### config.mk
export PLATFORM = sky130hd
export DESIGN_NAME = red_pitaya_pfd_unwrap
export DESIGN_NICKNAME = d
export VERILOG_FILES = /design/src/rtl/red_pitaya_pfd_pkg.sv /design/src/rtl/red_pitaya_sat_updown.sv /design/src/rtl/red_pitaya_pfd_unwrap.sv
export SDC_FILE = /design/constraint.sdc
export NUM_CORES = 1
export LEC_CHECK = 0
export BUFFER_PORTS_ARGS = -buffer_cell sky130_fd_sc_hd__buf_4
export CORE_ASPECT_RATIO = 0.5
export CORE_MARGIN = 10
export CORE_UTILIZATION = 57
export DETAILED_ROUTE_END_ITERATION = 16
export PLACE_DENSITY = 0.78
export SETUP_SLACK_MARGIN = 0.4
export SLEW_MARGIN = 20
export SYNTH_ARGS = -nofsm -noshare
export SYNTH_HDL_FRONTEND = slang
export SYNTH_HIERARCHICAL = 1
export SYNTH_SLANG_ARGS = --single-unit
### constraint.sdc
create_clock -name clk_i -period 4.7 [get_ports clk_i]
set_input_delay 0 -clock clk_i [delete_from_list [all_inputs] [get_ports clk_i]]
set_output_delay 0 -clock clk_i [all_outputs]
set_load 0.01 [all_outputs]
### src/rtl/red_pitaya_pfd_pkg.sv
// Shared types and constants for the PFD quadrant-unwrap path.
package red_pitaya_pfd_pkg;

  localparam int PHASE_W = 14;

  localparam logic [1:0] Q0   = 2'b00;
  localparam logic [1:0] Q90  = 2'b01;
  localparam logic [1:0] Q180 = 2'b10;
  localparam logic [1:0] Q270 = 2'b11;

  // A delta is a quadrant distance, so it reuses the quadrant codes.
  typedef enum logic [1:0] {
    HOLD = Q0,
    UP   = Q90,
    SLIP = Q180,
    DOWN = Q270
  } delta_e;

  typedef enum logic {
    IDLE  = 1'b0,
    TRACK = 1'b1
  } state_e;

endpackage

### src/rtl/red_pitaya_sat_updown.sv
// W-bit signed up/down accumulator with hold-or-wrap overflow, sync clear
// and a combinational overflow strobe for the step applied this cycle.
module red_pitaya_sat_updown #(
  parameter int W = 14
) (
  input  logic         clk_i,
  input  logic         rstn_i,
  input  logic         clear_i,
  input  logic         up_i,
  input  logic         dn_i,
  input  logic         wrap_i,
  output logic [W-1:0] acc_o,
  output logic         ovf_o
);

  localparam logic [W-1:0] MAX = {1'b0, {(W-1){1'b1}}};
  localparam logic [W-1:0] MIN = {1'b1, {(W-1){1'b0}}};

  logic [W-1:0] acc_q, acc_d;
  logic         hit;

  always_comb begin
    hit   = 1'b0;
    acc_d = acc_q;
    if (clear_i) begin
      acc_d = '0;
    end else if (up_i) begin
      hit   = (acc_q == MAX);
      acc_d = (hit && !wrap_i) ? acc_q : acc_q + W'(1);
    end else if (dn_i) begin
      hit   = (acc_q == MIN);
      acc_d = (hit && !wrap_i) ? acc_q : acc_q - W'(1);
    end
  end

  always_ff @(posedge clk_i or negedge rstn_i) begin
    if (!rstn_i) acc_q <= '0;
    else         acc_q <= acc_d;
  end

  assign acc_o = acc_q;
  assign ovf_o = hit;

endmodule

### src/rtl/red_pitaya_pfd_unwrap.sv
// Unwraps the PFD quadrant code into a signed phase accumulator, counting
// ambiguous half-turn jumps and flagging accumulator overflow.
module red_pitaya_pfd_unwrap
  import red_pitaya_pfd_pkg::*;
#(
  parameter int ISR   = 0,
  parameter int SLIPW = 16
) (
  input  logic               clk_i,
  input  logic               rstn_i,
  input  logic [1:0]         quad_i,
  input  logic               clear_i,
  input  logic               wrap_i,
  output logic [PHASE_W-1:0] phase_o,
  output logic               valid_o,
  output logic               slip_o,
  output logic [SLIPW-1:0]   slip_cnt_o,
  output logic               sat_o
);

  localparam int W = PHASE_W + ISR;

  state_e           state_q, state_d;
  logic [1:0]       prev_q;
  logic             valid_q, valid_d;
  logic             slip_q, slip_d;
  logic [SLIPW-1:0] slip_cnt_q;
  logic             sat_q;
  logic [1:0]       diff;
  delta_e           delta;
  logic             up, dn, ovf;
  logic [W-1:0]     acc;

  assign diff  = quad_i - prev_q;
  assign delta = delta_e'(diff);

  always_comb begin
    state_d = state_q;
    valid_d = valid_q;
    slip_d  = 1'b0;
    up      = 1'b0;
    dn      = 1'b0;
    case (state_q)
      IDLE: begin
        state_d = TRACK;
        valid_d = 1'b1;
      end
      TRACK: begin
        case (delta)
          UP:      up     = 1'b1;
          DOWN:    dn     = 1'b1;
          SLIP:    slip_d = 1'b1;
          default: ;
        endcase
      end
      default: state_d = IDLE;
    endcase
    // Clear wins over everything, including a step arriving on the same edge.
    if (clear_i) begin
      state_d = IDLE;
      valid_d = 1'b0;
      slip_d  = 1'b0;
      up      = 1'b0;
      dn      = 1'b0;
    end
  end

  always_ff @(posedge clk_i or negedge rstn_i) begin
    if (!rstn_i) begin
      state_q    <= IDLE;
      prev_q     <= Q0;
      valid_q    <= 1'b0;
      slip_q     <= 1'b0;
      slip_cnt_q <= '0;
      sat_q      <= 1'b0;
    end else begin
      state_q <= state_d;
      prev_q  <= quad_i;
      valid_q <= valid_d;
      slip_q  <= slip_d;
      if (clear_i) begin
        slip_cnt_q <= '0;
        sat_q      <= 1'b0;
      end else begin
        if (slip_d && !(&slip_cnt_q)) slip_cnt_q <= slip_cnt_q + SLIPW'(1);
        if (ovf) sat_q <= 1'b1;
      end
    end
  end

  red_pitaya_sat_updown #(.W(W)) u_acc (
    .clk_i   (clk_i),
    .rstn_i  (rstn_i),
    .clear_i (clear_i),
    .up_i    (up),
    .dn_i    (dn),
    .wrap_i  (wrap_i),
    .acc_o   (acc),
    .ovf_o   (ovf)
  );

  assign phase_o    = acc[W-1:ISR];
  assign valid_o    = valid_q;
  assign slip_o     = slip_q;
  assign slip_cnt_o = slip_cnt_q;
  assign sat_o      = sat_q;

endmodule
### Yosys cells after proc, flatten, opt, wreduce, memory -nomap -nowiden

Index checks and enable logic that the tools add are counted.

| storage, ports and cells | value |
|---|---|
| word-level logic and storage cells | 53 |
| register bits after elaboration | 36 |
| bits of input ports | 6 |

| operators by class | value |
|---|---|
| mux-type cells | 24 |
| add/sub/neg operators | 4 |
| reduce and logical (&&, ||, !) cells | 10 |
| equal/unequal tests | 8 |

Operators with widths:

| cell | count |
|---|---|
| $mux W14 | 5 |
| $mux W16 | 2 |
| $mux W1 | 17 |
| $add A16 B1 Y16 const B | 1 |
| $reduce_and A16 Y1 | 1 |
| $add A14 B1 Y14 const B | 1 |
| $eq A14 B13 Y1 const B | 1 |
| $eq A14 B14 Y1 const B | 1 |
| $sub A14 B1 Y14 const B | 1 |
| $eq A2 B2 Y1 const B | 2 |
| $reduce_bool A2 Y1 | 2 |
| $logic_and A1 B1 Y1 | 3 |
| $ne A3 B2 Y1 const B | 1 |
| $ne A3 B3 Y1 const B | 1 |
| $reduce_and A3 Y1 | 1 |
| $reduce_bool A3 Y1 | 1 |
| $eq A2 B1 Y1 const B | 1 |
| $logic_not A1 Y1 | 2 |
| $ne A2 B2 Y1 const B | 1 |
| $sub A2 B2 Y2 | 1 |

### Longest topological paths before layout

Gate-level depths: netlist of run 1.

| depth | value |
|---|---|
| word-level depth | 10 |
| depth in mapped cells | 12 |

### Hierarchy

Netlist of run 1, hierarchy kept.

By module, submodules not included:

| module | instances | cells an instance | area an instance (sq um) |
|---|---|---|---|
| red_pitaya_pfd_unwrap | 1 | 131 | 1,295.0 |
| red_pitaya_sat_updown | 1 | 126 | 1,213.7 |

### Least setup slack after synthesis of run 1

No wires, ideal clock.

| timing | value |
|---|---|
| kind | register to register |
| start | register prev_q[1] |
| end | register u_acc.acc_q[12] (netlist: u_acc/acc_o[12]) |
| setup slack | 1.199 ns |
| data required time | 4.579 ns |
| setup time | 0.121 ns |
| cell stages (with the launch flop) | 12 |
| arrival time | 3.380 ns |
| period minus slack after synthesis | 3.501 ns |
| cell sequence | dfrtp_1 xor2_1 xnor2_1 nor3b_1 inv_1 fa_1 a211oi_1 o21bai_1 o21ai_0 o21ai_0 xor2_1 a22o_1 |

| on the way | value |
|---|---|
| longest elaborated chain between the ends | 7 |

Ends and longest elaborated chain:

| what | RTL line | source |
|---|---|---|
| from (decl) | red_pitaya_pfd_unwrap.sv:24 | `logic [1:0] prev_q;` |
| from (signal assigned) | red_pitaya_pfd_unwrap.sv:78 | `prev_q <= quad_i;` |
| $sub A2 B2 Y2 (*) | red_pitaya_pfd_unwrap.sv:34 | `assign diff = quad_i - prev_q;` |
| $eq A2 B1 Y1 (*) | red_pitaya_pfd_unwrap.sv:49 | `case (delta)` |
| $mux W1 (*) | red_pitaya_pfd_unwrap.sv:49 |  |
| $mux W1 (*) | red_pitaya_pfd_unwrap.sv:43 | `case (state_q)` |
| $mux W1 (*) | red_pitaya_pfd_unwrap.sv:59 | `if (clear_i) begin` |
| named net up | red_pitaya_pfd_unwrap.sv:31 | `logic up, dn, ovf;` |
| $ne A3 B3 Y1 (no line) (tied with other cells) | -- |  |
| $reduce_and A3 Y1 (no line) / $mux W14 (equally long branches) | -- |  |
| to (signal assigned) | red_pitaya_sat_updown.sv:37 | `if (!rstn_i) acc_q <= '0;` |
| to (signal assigned) | red_pitaya_sat_updown.sv:38 | `else acc_q <= acc_d;` |
| to (decl) | red_pitaya_sat_updown.sv:19 | `logic [W-1:0] acc_q, acc_d;` |

Mark *: on every way through the listed nets, which the timed path passes. The rest lies on a longest branch.
A chain may end at the register's enable or synchronous reset.

### Worst setup path in the final report of run 1

Same ends and word-level chain as after synthesis.

==> results of run 1 <==
==> critical path, stage by stage (launching register included) <==
cell,delay (ps)
dfrtp_1,380
xor2_1,380
xnor2_1,190
nor3b_2,390
inv_1,340
fa_1,560
a211oi_1,360
o21bai_1,190
o21ai_0,370
o21ai_0,180
xor2_1,160
a22o_1,200
==> worst paths after layout <==
kind	endpoint	slack, ps	depth (start not counted)
min in group asynchronous	slip_cnt_o[15]$_DFFE_PN0P_	220	2
worst min-delay path	sat_o$_DFFE_PN0P_	80	2
worst min register to register	valid_o$_DFFE_PN0P_	470	1
worst max-delay path	u_acc/acc_o[12]$_DFFE_PN0P_	900	11
max in group asynchronous	u_acc/acc_o[8]$_DFFE_PN0P_	4150	2
worst max register to register	u_acc/acc_o[12]$_DFFE_PN0P_	900	11
==> sequential cells by signal (all words and copies together), names as in the netlist <==
register,count
u_acc/acc_o,14
slip_o,1
state_q,1
valid_o,1
prev_q,2
slip_cnt_o,16
sat_o,1
==> stage by stage <==
stage               utilization (%)  total power, uW  setup WS [ps]
detailed placement            69.49            934.7          653.1
global route                  73.00             1313          548.7
finish                        73.00             1223          902.8
global placement              69.49            914.7          870.3
CTS                           72.88             1221          627.8
floorplan                         -            784.8           1199
==> area by class of cell <==
type                            instances  share of cell area [%]
Multi-Input combinational cell        203                   51.58
Sequential cell                        36                   30.37
Timing Repair Buffer                   41                   10.63
Clock buffer                            6                   2.446
Tap cell                               54                   2.278
Inverter                               12                   1.518
Clock inverter                          2                   1.181
==> metal layers <==
layer / global-route usage [%] / wire, um / up-vias
li1: - / - / 1079
met1: 20.46 / 2888 / 1119
met2: 28.69 / 2977 / 67
met3: 4.021 / 356 / 10
met4: 5.280 / 97 / 0
met5: 0 / 0 / -
==> cell families (layout without fill, tap and decap cells) <==
kind of cell / after synthesis / in the layout / share of synthesized area [%]
and+or+nand+nor: 96 / 96 / 24.24
DFF: 36 / 36 / 35.91
xor gates and xnor gates: 12 / 12 / 4.189
buffers and inverters: 18 / 61 / 3.291
muxes: 10 / 10 / 4.289
adders and majority gates: 15 / 15 / 7.781
AOI/OAI and AO/OA: 70 / 70 / 20.30
==> placed cells by master (no fill, tap or decap), types with 4 or more instances in the layout <==
cell	netlist	routed
buf_4	1	38
dfrtp_1	36	36
nand2_1	15	15
ha_1	14	14
nor2_1	13	13
a21oi_1	13	13
inv_1	12	12
nand4_1	11	11
nand3_1	11	11
o21ai_0	8	8
nor2b_1	8	8
a22o_1	7	7
xor2_1	6	6
xnor2_1	6	6
a21o_1	6	6
o31ai_1	6	6
a211oi_1	6	6
nor4_1	5	5
mux2_2	5	5
clkbuf_8	0	5
mux2i_1	4	4
==> report_power, final <==
part	internal, uW	switching [uW]
sequential	343	54.8
clock	158	117
combinational	255	296
total	756	468
==> repair_timing <==
item                                   in CTS  in global routing
resized for setup                           0                  1
endpoints found under the hold margin      38                  0
hold buffers                                3                  0
setup endpoints to repair                   0                  2
==> flow_summary.toml, run 1 <==
[outcome]
run_status = "completed"

[final_layout]
regArea_um2 = 900.9
final-instance-count-excl-fill = 354
multi_input_area_um2 = 1530
antennaDiodeCount = 0
nets = 320
final_layout_size_suffix_gt1_share_pct = 21.00
finish.instance_area_um2 = 2967
fill_cells = 284
area.growth.synth_to_final_pct = 18.25

[global_routing]
overflow = 0
grt_max_degree = 37
grt_pass1_wl_mm = 10.60
grt_pass1_vias = 2207
gr-usage-all-layers_pct = 16.71
initial_antenna_violation_count = 0

[place]
post-place-cells = 343
io_buf_count = 38
gpl.final_weighted_congestion = 0.9156
placedInstanceArea_um2 = 2824
hpwlAfterDp_mm = 4.541

[route]
detail_route.drc_violations = 0
total_number_of_vias = 2275
final_antenna_net_count = 0
drt_wl_total_mm = 6.319
drt-wirelength-per-cell_um = 17.85
avgViaCountPerCell = 6.427
drt_first_pass_iters = 4
drt_iter0_markers = 102

[floorplanning]
fp.dieArea_um2 = 7616
top_level_ports = 39
floorplan.initialDensity_pct = 61.73
num_rows = 16
floorplan.die.width_um = 113.8
fp.dieH_um = 66.91
core_area_um2 = 4064

[clocking]
numClockSinks = 36
clk_lat_worst_skew_ps = 290
tritoncts.num_buffers = 5
ctsLongestPathBuffers = 2
clock-root-buffer = "clkbuf_8"
postCtsSetupBuffers = 0
clock_tree_from_tritoncts = "done"
clock_slew_seen_by_the_registers_of_the_worst_setup_and_hold_paths_ps = 80
clock_tree.htree_level_count = 2

[critical_path]
worstPathMaxFanout = 13
setup_crit_end_kind = "flip-flop"
worstSetupPathType = "reg -> reg"
worst_r2r_startpoint = "prev_q[1]$_DFF_PN0_"
critPathLaunchType = "flip-flop"
cp_data_arrival_time_ps = 3970
worst_ep_required_time_ps = 4880
critPathLaunch = "prev_q[1]$_DFF_PN0_"

[logic_synthesis]
synth_edf_count = 0
ys_seq_area_share_pct = 35.91
synth_common_cells = "dfrtp_1, nand2_1, ha_1, a21oi_1, nor2_1"
yosys-top-cells-area = "dfrtp_1, ha_1, nand4_1, a21oi_1, a22o_1"
synth-main-ff-cell = "dfrtp_1"
netlist.area_leader.share_pct = 35.91
synth_largest_area_cell = "dfrtp_1"
synth_area_per_cell_um2 = 9.761
synth_area_um2 = 2509
asyncSetResetFlopFracSynth_pct = 100.0
yosysMostFrequentCell = "dfrtp_1"
ys_seq_elements = 36
yosys_warnings = 6
synthDistinctLibCells = 58
syn-num-nets = 278
synthCells = 257

[sta]
setup_viol_count_final = 0
clock-skew-final_ps = 6.908
fmax_mhz = 263.4
fin_crit_ps = 3797
report.final.slew_viol_count = 0
setup_repair_after_global_routing_missed_its_margin = "false"
fin_setup_tns_ps = 0
tightest_slew_ps = 617.9
finalCritPeriodShare_pct = 80.79
timing.slew.headroom_pct = 58.81
hold_violations = 0
worst_hold_slack_ps = 84.10

[job]
maxCapViolCount = 0

[power_and_ir_drop]
pwr_density_cell_nw_per_um2 = 412.4
leakagePower_uw = 0.001343
peakVddDrop_uv = 350.6

[worst_hold_path]
min-delay-start = "clear_i"
hold_path_class = "in -> reg"
(Power assumes the default switching activity.)
==> inputs of run 2 (changes only) <==
- CORE_UTILIZATION: 57 -> 51
- PLACE_DENSITY: 0.78 -> 0.74
- clock period: 4.7 -> 3.2 ns (I/O delays scaled with it)
==> flow_summary.toml, run 2 (same netlist as run 1, synthesis figures left out) <==
[outcome]
run_status = "completed"

[final_layout]
postLayoutCoreUtil_pct = 71.05
nets = 327
multi_input_area_um2 = 1718
regArea_um2 = 900.9
fill_cells = 335
final-instance-count-excl-fill = 373
area.growth.synth_to_final_pct = 29.53
layout.cells.most_common = "buf_4"
finish.instance_area_um2 = 3249
final_layout_size_suffix_gt1_share_pct = 31.27
antennaDiodeCount = 0
number_of_flip_flops_under_the_largest_register_name = 16
most-common-layout-cells = "buf_4, dfrtp_1, nand2_1"

[floorplanning]
floorplan.die.width_um = 119.2
floorplan.initialDensity_pct = 54.86
top_level_ports = 39
fp.dieArea_um2 = 8295
num_rows = 17
core_area_um2 = 4573
fp.dieH_um = 69.60

[critical_path]
worstSetupPathType = "reg -> reg"
critPathLaunchType = "flip-flop"
path_common_cell = "o21bai_1"
rr_endpoint = "u_acc/acc_o[10]$_DFFE_PN0P_"
r2r_slack_ps = 390
max_stage_delay_ps = 410
cp_data_arrival_time_ps = 3010
critPathSlowestCell = "fa_2"
critPathLaunch = "prev_q[1]$_DFF_PN0_"
setup_crit_end_kind = "flip-flop"
worst_r2r_startpoint = "prev_q[1]$_DFF_PN0_"
crit_buf_inv = 1
worst_path_cell_chain = "xor2_2 > xnor2_2 > nor3b_4 > clkinv_4 > fa_2 > a211oi_2 > o21bai_1 > o21ai_2 > o21bai_1 > xor2_1 > a22o_1"
critPathTopFamily = "compound AO/OA/AOI/OAI gates"
worstPathMaxFanout = 8
timing.reg2reg.worst_path_depth = 11
worst_ep_required_time_ps = 3390

[place]
io_buf_count = 38
gpl.final_weighted_congestion = 0.8897
post-place-cells = 357
placedInstanceArea_um2 = 2883
hpwlAfterDp_mm = 4.638

[global_routing]
grt_pass1_vias = 2316
overflow = 0
grt_max_degree = 37
gr-usage-all-layers_pct = 15.38
grt_pass1_wl_mm = 11.03
initial_antenna_violation_count = 0

[sta]
clock-skew-final_ps = 2.989
hold_violations = 0
tightest_slew_ps = 552.7
setup_viol_count_final = 0
setup_repair_after_global_routing_missed_its_margin = "true"
report.final.slew_viol_count = 0
fin_setup_tns_ps = 0
fmax_mhz = 355.3
finalCritPeriodShare_pct = 87.96
worst_hold_slack_ps = 32.71
timing.slew.headroom_pct = 63.02
fin_crit_ps = 2815

[clocking]
clock-root-buffer = "clkbuf_8"
clock_slew_seen_by_the_registers_of_the_worst_setup_and_hold_paths_ps = 80
clock_tree_from_tritoncts = "done"
ctsLongestPathBuffers = 2
clk_lat_worst_skew_ps = 300
clock_tree.htree_level_count = 2
numClockSinks = 36
tritoncts.num_buffers = 5

[power_and_ir_drop]
leakagePower_uw = 0.001415
peakVddDrop_uv = 485.8
pwr_density_cell_nw_per_um2 = 617.0

[route]
drt_wl_total_mm = 6.877
detail_route.drc_violations = 0
drt_iter0_markers = 187
drt-wirelength-per-cell_um = 18.44
total_number_of_vias = 2323
drt_first_pass_iters = 4
final_antenna_net_count = 0
avgViaCountPerCell = 6.228

[worst_hold_path]
hold_path_class = "in -> reg"
hold_end = "prev_q[1]$_DFF_PN0_"
worst_hold_path.num_cells = 2
min-delay-start = "quad_i[1]"

[job]
maxCapViolCount = 0
run 2: changes by cell type in the layout (fill, tap and decap cells not counted), moves of 4 or more:
cell,before,now
ha_1,14,4
o21ai_0,8,3
buf_4,38,43
a21oi_1,13,9
ha_4,0,8
run 2: final cells by class:
class	count	share of cell area, %
multi-input combinational	203	52.87
sequential	36	27.72
timing repair buffer	48	11.90
tap	66	2.541
clock buffer	5	2.118
inverter	12	1.540
clock inverter	3	1.309
run 2: routing by layer:
metal,track usage (%),vias to the layer above,routed length [um]
li1,-,1093,-
met1,18.61,1152,3047
met2,26.40,67,3420
met3,3.563,11,334
met4,4.794,0,74
met5,0,-,0
run 2: where the power goes:
group	switching, uW	internal, uW	total [uW]
logic	494	497	990
clock network	185	231	415
registers	95.6	503	599
run 2: what timing repair did:
item | in CTS | in global routing
endpoints found under the setup margin | 7 | 7
endpoints found under the hold margin | 38 | 0
cloned | 0 | 0
buffers inserted | 1 | 4
gates resized for setup | 6 | 34
hold buffers | 3 | 0
pin swaps | 1 | 17
run 2: how the worst max path moves through the flow:
stage / endpoint / slack [ps] / cells past startpoint
after CTS: u_acc/acc_o[12]$_DFFE_PN0P_ / 370 / 11
after floorplan: u_acc/acc_o[12]$_DFFE_PN0P_ / 420 / 11
after global routing: u_acc/acc_o[10]$_DFFE_PN0P_ / 220 / 11
after global placement: u_acc/acc_o[12]$_DFFE_PN0P_ / 380 / 11
final: u_acc/acc_o[10]$_DFFE_PN0P_ / 390 / 11
after detailed placement: u_acc/acc_o[13]$_DFFE_PN0P_ / 280 / 11
run 2: per-stage QoR:
stage	total power, uW	setup slack [ps]
6_report	2005	385.3
5_1_grt	2139	224.3
4_1_cts	1833	375.0
3_5_place_dp	1384	284.7
3_3_place_gp	1363	381.2
2_1_floorplan	1167	423.5
==> inputs of run 3 (changes only) <==
- CORE_UTILIZATION: 51 -> 61
- PLACE_DENSITY: 0.74 -> 0.83
- clock period: 3.2 -> 3.3 ns (I/O delays scaled with it)
==> flow_summary.toml, run 3 (same netlist as run 1, synthesis figures left out) <==
[outcome]
run_status = "completed"

[critical_path]
worstPathMaxFanout = 13
worst_setup_path_endpoint = "u_acc/acc_o[12]$_DFFE_PN0P_"
rr_endpoint = "u_acc/acc_o[12]$_DFFE_PN0P_"
critPathLaunchType = "flip-flop"
critPathLaunch = "prev_q[0]$_DFF_PN0_"
worst_r2r_startpoint = "prev_q[0]$_DFF_PN0_"
worst_ep_required_time_ps = 3480
setup_crit_end_kind = "flip-flop"
timing.reg2reg.worst_path_depth = 11
cp_data_arrival_time_ps = 3060
r2r_slack_ps = 420
worstSetupPathType = "reg -> reg"

[global_routing]
grt_pass1_vias = 2173
grt_pass1_wl_mm = 10.85
initial_antenna_violation_count = 0
gr-usage-all-layers_pct = 17.40
overflow = 0
grt_max_degree = 37

[final_layout]
layout.cells.most_common = "buf_4"
finish.instance_area_um2 = 3032
most-common-layout-cells = "buf_4, dfrtp_1, nand2_1"
number_of_flip_flops_under_the_largest_register_name = 16
final-instance-count-excl-fill = 358
antennaDiodeCount = 0
nets = 324
final_layout_size_suffix_gt1_share_pct = 25.66
area.growth.synth_to_final_pct = 20.85

[worst_hold_path]
hold_path_class = "in -> reg"

[clocking]
tritoncts.num_buffers = 5
ctsLongestPathBuffers = 2
clock-root-buffer = "clkbuf_8"
numClockSinks = 36
clock_slew_seen_by_the_registers_of_the_worst_setup_and_hold_paths_ps = 80
clk_lat_worst_skew_ps = 300
clock_tree_from_tritoncts = "done"
clock_tree.htree_level_count = 2

[route]
final_antenna_net_count = 0
drt_iter0_markers = 157
drt-wirelength-per-cell_um = 18.26
drt_wl_total_mm = 6.536
avgViaCountPerCell = 6.399
drt_first_pass_iters = 5
total_number_of_vias = 2291
detail_route.drc_violations = 0

[sta]
clock-skew-final_ps = 11.30
fin_setup_tns_ps = 0
finalCritPeriodShare_pct = 87.24
report.final.slew_viol_count = 0
setup_repair_after_global_routing_missed_its_margin = "true"
tightest_slew_ps = 468.2
fin_crit_ps = 2879
hold_violations = 0
timing.slew.headroom_pct = 67.98
fmax_mhz = 347.4
setup_viol_count_final = 0

[job]
maxCapViolCount = 0

[place]
post-place-cells = 345
placedInstanceArea_um2 = 2865
hpwlAfterDp_mm = 4.545
gpl.final_weighted_congestion = 0.8982
io_buf_count = 38

[floorplanning]
num_rows = 16
top_level_ports = 39
core_area_um2 = 3924
floorplan.die.width_um = 110.7
fp.dieArea_um2 = 7233
floorplan.initialDensity_pct = 63.93
fp.dieH_um = 65.35

[power_and_ir_drop]
pwr_density_cell_nw_per_um2 = 577.7
leakagePower_uw = 0.001370
total_power_uw = 1751
peakVddDrop_uv = 469.6
[run 3: cell count changes in the layout (fill, tap and decap cells not counted), moves of 2 or more]
cell | previous run | this run
a31oi_1 | 1 | 3
o21ai_0 | 3 | 5
a21oi_1 | 9 | 11
ha_1 | 4 | 13
ha_4 | 8 | 0
[run 3: area by class of cell]
type / instances / area [um2]
clock buffer: 7 / 86.33
tap: 54 / 67.56
clock inverter: 1 / 7.507
multi-input combinational: 203 / 1577
fill: 284 / 892.1
sequential: 36 / 900.9
inverter: 12 / 47.55
timing repair buffer: 45 / 345.3
[run 3: worst min-delay path by stage]
stage | from | endpoint | slack, ps | cells past startpoint
after floorplan | rstn_i | prev_q[0]$_DFF_PN0_ | -300 | 0
after global placement | rstn_i | u_acc/acc_o[2]$_DFFE_PN0P_ | -20 | 1
after detailed placement | rstn_i | u_acc/acc_o[3]$_DFFE_PN0P_ | -9 | 1
after CTS | clear_i | slip_cnt_o[8]$_DFFE_PN0P_ | 90 | 2
after global routing | clear_i | valid_o$_DFFE_PN0P_ | 100 | 2
final | clear_i | slip_cnt_o[8]$_DFFE_PN0P_ | 90 | 2
[run 3: critical path, stage by stage, from the launching register on]
cell,delay [ps]
dfrtp_1,370
ha_1,210
xnor2_2,180
nor3b_4,280
inv_4,140
ha_1,400
a211oi_2,310
o21bai_2,130
o21ai_2,210
o21ai_0,150
xor2_1,180
a22o_1,210
[run 3: layer usage]
| layer | share of wire [%] | up-vias | track usage [%] |
|---|---|---|---|
| met1 | 44 | 1102 | 21.92 |
| met3 | 6.0 | 8 | 3.623 |
| met4 | 0.72 | 0 | 4.355 |
| li1 | - | 1084 | - |
| met2 | 49 | 97 | 30.19 |
| met5 | 0 | - | 0 |
[run 3: power breakdown]
part           total [uW]  leakage [uW]  switching [uW]  internal (uW)
Clock                 338     0.0000445             168            170
Combinational         845      0.000838             454            391
Sequential            568      0.000487            79.5            489
[run 3: per-stage QoR]
step,utilization (%),hold WS (ps),setup WS [ps]
after floorplan,-,-295.6,423.4
after global placement,73.02,-19.29,386.6
after detailed placement,73.02,-9.301,324.6
after CTS,76.47,85.51,400.5
after global routing,77.26,104.1,343.5
final,77.26,85.65,421.1
[run 3: what timing repair did]
item	in CTS	in global routing
buffers inserted	1	1
pin swaps	1	2
gates resized for setup	1	9
hold endpoints to repair	38	0
gates cloned	0	0
hold buffers	3	0
endpoints found under the setup margin	5	14
